===== config.mk =====
export PLATFORM = sky130hd
export DESIGN_NAME = reg_access_arbiter
export DESIGN_NICKNAME = d
export VERILOG_FILES = /design/src/rtl/reg_access_arbiter.sv
export SDC_FILE = /design/constraint.sdc
export NUM_CORES = 1
export LEC_CHECK = 0
export ABC_AREA = 1
export BUFFER_PORTS_ARGS = -buffer_cell sky130_fd_sc_hd__buf_2
export CAP_MARGIN = 20
export CORE_UTILIZATION = 56
export CTS_CLUSTER_DIAMETER = 100
export DETAILED_ROUTE_END_ITERATION = 8
export PLACE_DENSITY = 0.93
export SETUP_SLACK_MARGIN = 0.5
export SYNTH_ARGS = -nofsm -noshare
export SYNTH_HDL_FRONTEND = slang
export SYNTH_SLANG_ARGS = --single-unit

===== constraint.sdc =====
create_clock -name clk -period 7.2 [get_ports clk]
set_input_delay 0.36 -clock clk [delete_from_list [all_inputs] [get_ports clk]]
set_output_delay 0.36 -clock clk [all_outputs]
set_load 0.02 [all_outputs]

===== src/rtl/reg_access_arbiter.sv =====
// rtl/reg_access_arbiter.sv - shares one register-bank port between NUM_REQ requesters, round-robin
// Define ARB_FIXED_PRIORITY_EN for fixed lowest-index-wins arbitration.
module reg_access_arbiter #(
  parameter int NUM_REQ     = 2,
  parameter int WORD_WIDTH  = 8,
  parameter int VALUE_WORDS = 4,
  parameter int RD_LATENCY  = 1,
  localparam int DW         = VALUE_WORDS * WORD_WIDTH
) (
  input  logic                           clk,
  input  logic                           i_reset,
  input  logic [NUM_REQ-1:0]             i_w_en,
  input  logic [NUM_REQ*WORD_WIDTH-1:0]  i_w_addr,
  input  logic [NUM_REQ*DW-1:0]          i_w_data,
  input  logic [NUM_REQ-1:0]             i_r_en,
  input  logic [NUM_REQ*WORD_WIDTH-1:0]  i_r_addr,
  output logic                           o_reg_w_en,
  output logic                           o_reg_r_en,
  output logic [WORD_WIDTH-1:0]          o_reg_addr,
  output logic [DW-1:0]                  o_reg_w_data,
  input  logic [DW-1:0]                  i_reg_r_data,
  output logic [DW-1:0]                  o_r_data,
  output logic [NUM_REQ-1:0]             o_r_valid,
  output logic [NUM_REQ-1:0]             o_pending,
  output logic [NUM_REQ-1:0]             o_drop
);

  localparam int IW = $clog2(NUM_REQ);
  localparam int CW = $clog2(RD_LATENCY + 1) + 1;

  typedef enum logic [2:0] {IDLE, WRITE, READ, READ_WAIT, RETURN} state_t;

  state_t                 state, state_nx;
  logic [NUM_REQ-1:0]     slot_valid;
  logic [NUM_REQ-1:0]     slot_write;
  logic [WORD_WIDTH-1:0]  slot_addr [NUM_REQ];
  logic [DW-1:0]          slot_data [NUM_REQ];
  logic [NUM_REQ-1:0]     slot_retire;
  logic [IW-1:0]          winner;
  logic [IW-1:0]          pick;
  logic                   any_pending;
  logic [CW-1:0]          lat_cnt, lat_cnt_nx;
  logic                   retire;
  logic                   load_bank;
  logic                   capture_r;
  logic                   reg_w_en_nx;
  logic                   reg_r_en_nx;
  logic                   r_valid_nx;

`ifdef ARB_FIXED_PRIORITY_EN
  always_comb begin
    pick        = '0;
    any_pending = |slot_valid;
    for (int k = NUM_REQ - 1; k >= 0; k--) begin
      if (slot_valid[k]) pick = IW'(k);
    end
  end
`else
  logic [IW-1:0] last_grant;
  logic [IW-1:0] cand;

  // Scan from farthest to nearest after last_grant so the nearest pending slot wins.
  always_comb begin
    pick        = '0;
    cand        = '0;
    any_pending = |slot_valid;
    for (int k = NUM_REQ; k >= 1; k--) begin
      cand = IW'((int'(last_grant) + k) % NUM_REQ);
      if (slot_valid[cand]) pick = cand;
    end
  end
`endif

  always_comb begin
    state_nx    = state;
    lat_cnt_nx  = lat_cnt;
    reg_w_en_nx = 1'b0;
    reg_r_en_nx = 1'b0;
    r_valid_nx  = 1'b0;
    load_bank   = 1'b0;
    capture_r   = 1'b0;
    retire      = 1'b0;
    case (state)
      IDLE: begin
        if (any_pending) begin
          load_bank = 1'b1;
          if (slot_write[pick]) begin
            state_nx    = WRITE;
            reg_w_en_nx = 1'b1;
          end else begin
            state_nx    = READ;
            reg_r_en_nx = 1'b1;
          end
        end
      end
      WRITE: begin
        retire   = 1'b1;
        state_nx = IDLE;
      end
      READ: begin
        lat_cnt_nx = CW'(RD_LATENCY);
        state_nx   = READ_WAIT;
      end
      READ_WAIT: begin
        lat_cnt_nx = lat_cnt - 1'b1;
        if (lat_cnt == CW'(1)) begin
          capture_r  = 1'b1;
          r_valid_nx = 1'b1;
          state_nx   = RETURN;
        end
      end
      RETURN: begin
        retire   = 1'b1;
        state_nx = IDLE;
      end
      default: state_nx = IDLE;
    endcase
  end

  always_comb begin
    slot_retire = '0;
    for (int i = 0; i < NUM_REQ; i++) begin
      slot_retire[i] = retire && (winner == IW'(i));
    end
  end

  always_ff @(posedge clk or posedge i_reset) begin
    if (i_reset) begin
      state        <= IDLE;
      lat_cnt      <= '0;
      winner       <= '0;
      o_reg_w_en   <= 1'b0;
      o_reg_r_en   <= 1'b0;
      o_reg_addr   <= '0;
      o_reg_w_data <= '0;
      o_r_data     <= '0;
      o_r_valid    <= '0;
`ifndef ARB_FIXED_PRIORITY_EN
      last_grant   <= IW'(NUM_REQ - 1);
`endif
    end else begin
      state      <= state_nx;
      lat_cnt    <= lat_cnt_nx;
      o_reg_w_en <= reg_w_en_nx;
      o_reg_r_en <= reg_r_en_nx;
      o_r_valid  <= r_valid_nx ? (NUM_REQ'(1) << winner) : '0;
      if (load_bank) begin
        winner       <= pick;
        o_reg_addr   <= slot_addr[pick];
        o_reg_w_data <= slot_data[pick];
      end
      if (capture_r) o_r_data <= i_reg_r_data;
`ifndef ARB_FIXED_PRIORITY_EN
      if (retire) last_grant <= winner;
`endif
    end
  end

  // A slot retiring on this edge may accept a new strobe on the same edge.
  always_ff @(posedge clk or posedge i_reset) begin
    if (i_reset) begin
      slot_valid <= '0;
      slot_write <= '0;
      o_drop     <= '0;
      for (int i = 0; i < NUM_REQ; i++) begin
        slot_addr[i] <= '0;
        slot_data[i] <= '0;
      end
    end else begin
      for (int i = 0; i < NUM_REQ; i++) begin
        if (i_w_en[i] || i_r_en[i]) begin
          if (!slot_valid[i] || slot_retire[i]) begin
            slot_valid[i] <= 1'b1;
            slot_write[i] <= i_w_en[i];
            slot_addr[i]  <= i_w_en[i] ? i_w_addr[i*WORD_WIDTH +: WORD_WIDTH]
                                       : i_r_addr[i*WORD_WIDTH +: WORD_WIDTH];
            slot_data[i]  <= i_w_en[i] ? i_w_data[i*DW +: DW] : '0;
          end else begin
            o_drop[i] <= 1'b1;
          end
          if (i_w_en[i] && i_r_en[i]) o_drop[i] <= 1'b1;
        end else if (slot_retire[i]) begin
          slot_valid[i] <= 1'b0;
        end
      end
    end
  end

  assign o_pending = slot_valid;

endmodule


# == Word level (Yosys, flattened, before mapping) ==
# Index checks and enable logic that the tools add are counted.
# word_totals
register_bits,169
in_bits,134
output_inout_bits,80
# op_classes
add_sub_neg,3
order_cmp,4
n_eq_ne,11
n_shift,1
muxes,45
n_bitwise,2
n_reduce_logical,23
# op_table
op,count
$mux 32,5
$mux 8,5
$mux 1,29
$reduce_and 2->1,7
$pmux 3 s3,1
$ne 2x1->1 const B,4
$eq 3x2->1 const B,2
$lt 1x2->1 const B,3
$mux 3,2
$reduce_bool 2->1,3
$logic_and 1x1->1,4
$logic_or 1x1->1,4
$mux 2,2
$ne 2x2->1 const B,2
$pmux 2 s2,1
$reduce_or 2->1,2
$eq 3x1->1 const B,1
$eq 3x3->1 const B,1
$logic_not 3->1,1
$add 1x1->1 const B,2
$eq 2x1->1 const B,1
$ge 2x2->1 const B,1
$logic_not 1->1,2
$not 1->2,1
other kinds (3),3

# == Depth between registers and ports, before layout ==
# logic_depth
ltp_word,10
mapped_depth,8
ltp_nobuf,8

# == Worst setup path after synthesis ==
# OpenSTA, ideal clock, no wires.
# synth_timing
kind,reg-to-reg
from,reg slot_valid[1] (netlist: o_pending[1])
to,reg o_reg_w_data[10]
setup_ns,0.119
t_arrival_ns,1.263
t_required_ns,7.081
setup_slack_ns,5.818
stages_incl_launch_ff,8
path_cell_list,dfrtp_1 buf_2 nor2_4 nor2_4 buf_6 buf_6 nand3_1 o21a_1
# synth_between
elab_chain_len,8
# synth_rtl
item,line,source
"start, declared",34,logic [NUM_REQ-1:0] slot_valid;
"start signal, assigned",162,slot_valid <= '0;
"start signal, assigned by index",173,slot_valid[i] <= 1'b1;
"start signal, assigned by index",183,slot_valid[i] <= 1'b0;
$mux 1 (implied by the code) (2 in a row),69,if (slot_valid[cand]) pick = cand;
$mux 1 (2 in a row),69,
$not 1->2 (implied by the code),150,o_reg_w_data <= slot_data[pick];
$mux 32 (implied by the code) (3 in a row),150,
"end signal, assigned",150,
"end, declared",20,"output logic [DW-1:0] o_reg_w_data,"
# Parallel ways exist; a longest one is shown, timed or not. The select of a mux whose other input is x is not followed.
# A chain may end at the register's enable or synchronous reset.

# == Worst setup path after layout ==
# layout_timing
from,reg slot_valid[1] (netlist: o_pending[1])
to,reg slot_data[16] in the netlist's numbering
# layout_between
elab_chain_len,3
# layout_rtl
item,line,source
$logic_not 1->1,172,if (!slot_valid[i] || slot_retire[i]) begin
$logic_or 1x1->1,172,
$reduce_and 2->1 (no source line),--,
"end signal, assigned by index",177,slot_data[i] <= i_w_en[i] ? i_w_data[i*DW +: DW] : '0;
"end, declared",37,logic [DW-1:0] slot_data [NUM_REQ];
# No other way between the ends.

==> load_flow_metrics.sql <==
INSERT INTO impl_metrics (metric_group, metric, value, unit) VALUES
('placement', 'hpwlAfterDp', '11600', 'um'),
('floorplan', 'die_height', '116', 'um'),
('global_route', 'grt_pass1_wl', '28100', 'um'),
('detailed_routing', 'via_count', '6325', ''),
('yosys', 'synth.mux.area_fraction', '0', '%'),
('clock_network', 'clock_path_buffers', '2', ''),
('worst_setup_path', 'critPathSlowestCell', 'dfrtp_2', ''),
('yosys', 'synth-seq-cells', '169', ''),
('yosys', 'distinct_cells_synth', '22', ''),
('clock_network', 'clkTransAtPathRegs', '0.06', 'ns'),
('floorplan', 'die_area', '0.0135', 'sq mm'),
('placement', 'buffer_ports.inserted', '213', ''),
('clock_network', 'cts.repair.resized', '0', ''),
('yosys', 'synth_compound_area_share', '8.01', '%'),
('sta', 'setup_viol', '0', ''),
('placement', 'routabilityCongestion', '0.801', ''),
('clock_network', 'cts_hold_buffers', '0', ''),
('power', 'leakage_power_total', '4.78', 'nW'),
('worst_setup_path', 'startpoint_type', 'flop', ''),
('yosys', 'synthCells', '842', ''),
('sta', 'final_worst_path_period_share', '37.5', '%'),
('worst_setup_path', 'critPathMaxFanout', '45', ''),
('global_route', 'grt_usage', '27.5', '%'),
('power', 'clockPowerShare', '20.0', '%'),
('clock_network', 'post-cts-setup-buffer-count', '0', ''),
('clock_network', 'cts-htree-levels', '4', ''),
('sta', 'hold-worst-slack', '0.103', 'ns'),
('power', 'sw_frac_of_total', '41.6', '%'),
('floorplan', 'initial_utilization', '57.7', '%'),
('power', 'internal_power', '2.42', 'mW'),
('worst_setup_path', 'critical-path-top-delay-family', 'simple AND/OR/NAND/NOR gates', ''),
('detailed_routing', 'vias_per_cell', '5.26', ''),
('global_route', 'grt_max_degree', '91', ''),
('detailed_routing', 'wirelength', '17600', 'um'),
('detailed_routing', 'antenna_left', '0', ''),
('clock_network', 'cts_tree', 'yes', ''),
('job', 'maxCapViolCount', '0', ''),
('worst_setup_path', 'crit_path_max_incr_delay', '0.95', 'ns'),
('clock_network', 'clock_insertion_delay_worst_skew', '0.42', 'ns'),
('power', 'maximum_vdd_drop', '0.193', 'mV'),
('detailed_routing', 'avgRoutedWirePerCell', '14.6', 'um'),
('sta', 'hold_viol_final', '0', ''),
('cells_and_area', 'post_route_cells_drive_above_1_share', '25.5', '%'),
('floorplan', 'die_width', '116', 'um'),
('sta', 'timing.fmax', '371', 'MHz'),
('sta', 'totalNegativeSetupSlack', '0', 'ns'),
('clock_network', 'clkSinkCount', '169', ''),
('status', 'outcome', 'complete, no violations', ''),
('floorplan', 'rows', '41', ''),
('worst_setup_path', 'timing.critical_path.arrival', '3.06', 'ns'),
('detailed_routing', 'drt_drc', '0', ''),
('worst_hold_path', 'hold_path.class', 'primary input to asynchronous set/reset pin', ''),
('detailed_routing', 'first_pass_iters', '5', ''),
('floorplan', 'num_io_pins', '214', ''),
('power', 'power_density', '471', 'mW/mm^2'),
('worst_setup_path', 'worstPathRequired', '7.56', 'ns'),
('power', 'power.sequential.fraction', '39.2', '%'),
('clock_network', 'clock-root-buffer', 'clkbuf_16', ''),
('yosys', 'synth-seq-area-share', '57.9', '%'),
('yosys', 'adder_cell_share_of_the_synthesized_area', '0.171', '%'),
('yosys', 'synth.cell_area', '0.00731', 'sq mm'),
('sta', 'period_minus_slack', '2.70', 'ns'),
('power', 'switchingPower', '1.72', 'mW'),
('sta', 'finalMaxSlewViolations', '0', ''),
('yosys', 'yosys.area_share.simple', '27.6', '%'),
('floorplan', 'fp.coreArea', '0.0127', 'sq mm'),
('sta', 'worstMarginPinSlew', '0.961', 'ns'),
('detailed_routing', 'first_iter_violations', '446', ''),
('sta', 'worst_slew_margin_rel', '35.9', '%'),
('power', 'p_comb_share', '40.8', '%'),
('cells_and_area', 'num_antenna_cells', '0', '');
## cell usage after synthesis
cell type / n / share of area (%)
clkbuf_1: 16 / 0.82
nand2_4: 2 / 0.31
buf_4: 13 / 1.3
buf_2: 16 / 1.1
inv_1: 23 / 1.2
o21ai_1: 16 / 1.1
nand2_2: 7 / 0.60
dfrtp_1: 168 / 58
nand3_1: 119 / 8.2
a21oi_1: 26 / 1.8
nor2_2: 1 / 0.086
o21ai_0: 48 / 3.3
nand4_1: 1 / 0.086
nand2_1: 337 / 17
inv_2: 7 / 0.36
o21a_1: 18 / 1.8
ha_1: 1 / 0.17
nor2_1: 8 / 0.41
nand4_2: 1 / 0.17
dfstp_2: 1 / 0.36
nor2_4: 3 / 0.46
buf_6: 10 / 1.5
## path summary, 6_finish.rpt
check / start / endpoint / slack (ns) / cells past startpoint
worst max-delay path: o_pending[1]$_DFFE_PP0P_ / slot_data[16]$_DFFE_PP0P_ / 4.50 / 4
worst min-delay path: i_reset / slot_data[15]$_DFFE_PP0P_ / 0.10 / 2
worst max register to register: o_pending[1]$_DFFE_PP0P_ / slot_data[16]$_DFFE_PP0P_ / 4.50 / 4
worst min register to register: slot_data[2]$_DFFE_PP0P_ / slot_data[2]$_DFFE_PP0P_ / 0.47 / 2
max in group asynchronous: i_reset / o_pending[1]$_DFFE_PP0P_ / 5.58 / 3
min in group clk: i_reg_r_data[8] / o_r_data[8]$_DFFE_PP0P_ / 0.14 / 3
## cells by family after synthesis
| family | count (synthesis) |
|---|---|
| AND/OR/NAND/NOR | 479 |
| adder cells (fa/ha/maj) | 1 |
| buffers and inverters | 85 |
| flip-flops | 169 |
| AO/OA/AOI/OAI | 108 |
## metal layers
layer  vias to the layer above  share of wire [%]  track usage (%)
li1                       3060                  -                -
met1                      2959                 42             33.2
met2                       269                 49             47.3
met3                        37                6.9             6.33
met4                         0                2.4             11.6
met5                         -                  0                0
## worst reg2reg max path, delay by kind of cell (launching register included)
kind | cells | cell delay, ns
DFF | 1 | 0.95
and+or+nand+nor | 4 | 1.70
## cells in the final DEF, fill, tap and decap left out, drive strengths merged
cell,netlist,layout
nand2,346,346
buf,39,215
dfrtp,168,168
nand3,119,119
o21ai,64,64
inv,30,30
a21oi,26,26
clkbuf,16,24
o21a,18,18
nor2,12,12
clkinv,0,3
nand4,2,2
ha,1,1
bufinv,0,1
dfstp,1,1
## power by group through the flow
stage	logic, mW	clock network (mW)	registers, mW
CTS	1.70	0.840	1.62
global route	1.90	0.883	1.66
detailed placement	1.69	0	1.63
finish	1.69	0.828	1.62
global placement	1.63	0	1.61
floorplan	1.05	0	1.83
## flip-flops by register name, indices dropped and copies added (netlist names)
register,cells
last_grant,1
lat_cnt,2
o_drop,2
o_pending,2
o_r_data,32
o_r_valid,2
o_reg_addr,8
o_reg_r_en,1
o_reg_w_data,32
o_reg_w_en,1
slot_addr,16
slot_data,64
slot_write,2
state,3
winner,1
## layout make-up
type / instances / area [sq um] / area share (%)
timing repair buffer: 215 / 1080 / 12.3
inverter: 30 / 118 / 1.34
tap: 172 / 215 / 2.45
clock inverter: 4 / 45.0 / 0.513
multi-input combinational: 588 / 2610 / 29.7
clock buffer: 24 / 482 / 5.48
sequential: 169 / 4230 / 48.2
## per-stage QoR
step,power (mW),setup WS [ns],instances,area (sq um)
after detailed placement,3.32,4.57,1174,8260
final,4.14,4.50,1202,8790
after global placement,3.24,4.65,1174,8260
after CTS,4.16,4.55,1202,8790
after floorplan,2.88,2.27,842,7310
after global routing,4.45,4.33,1202,8790
Power figures use the tool's default switching activity.
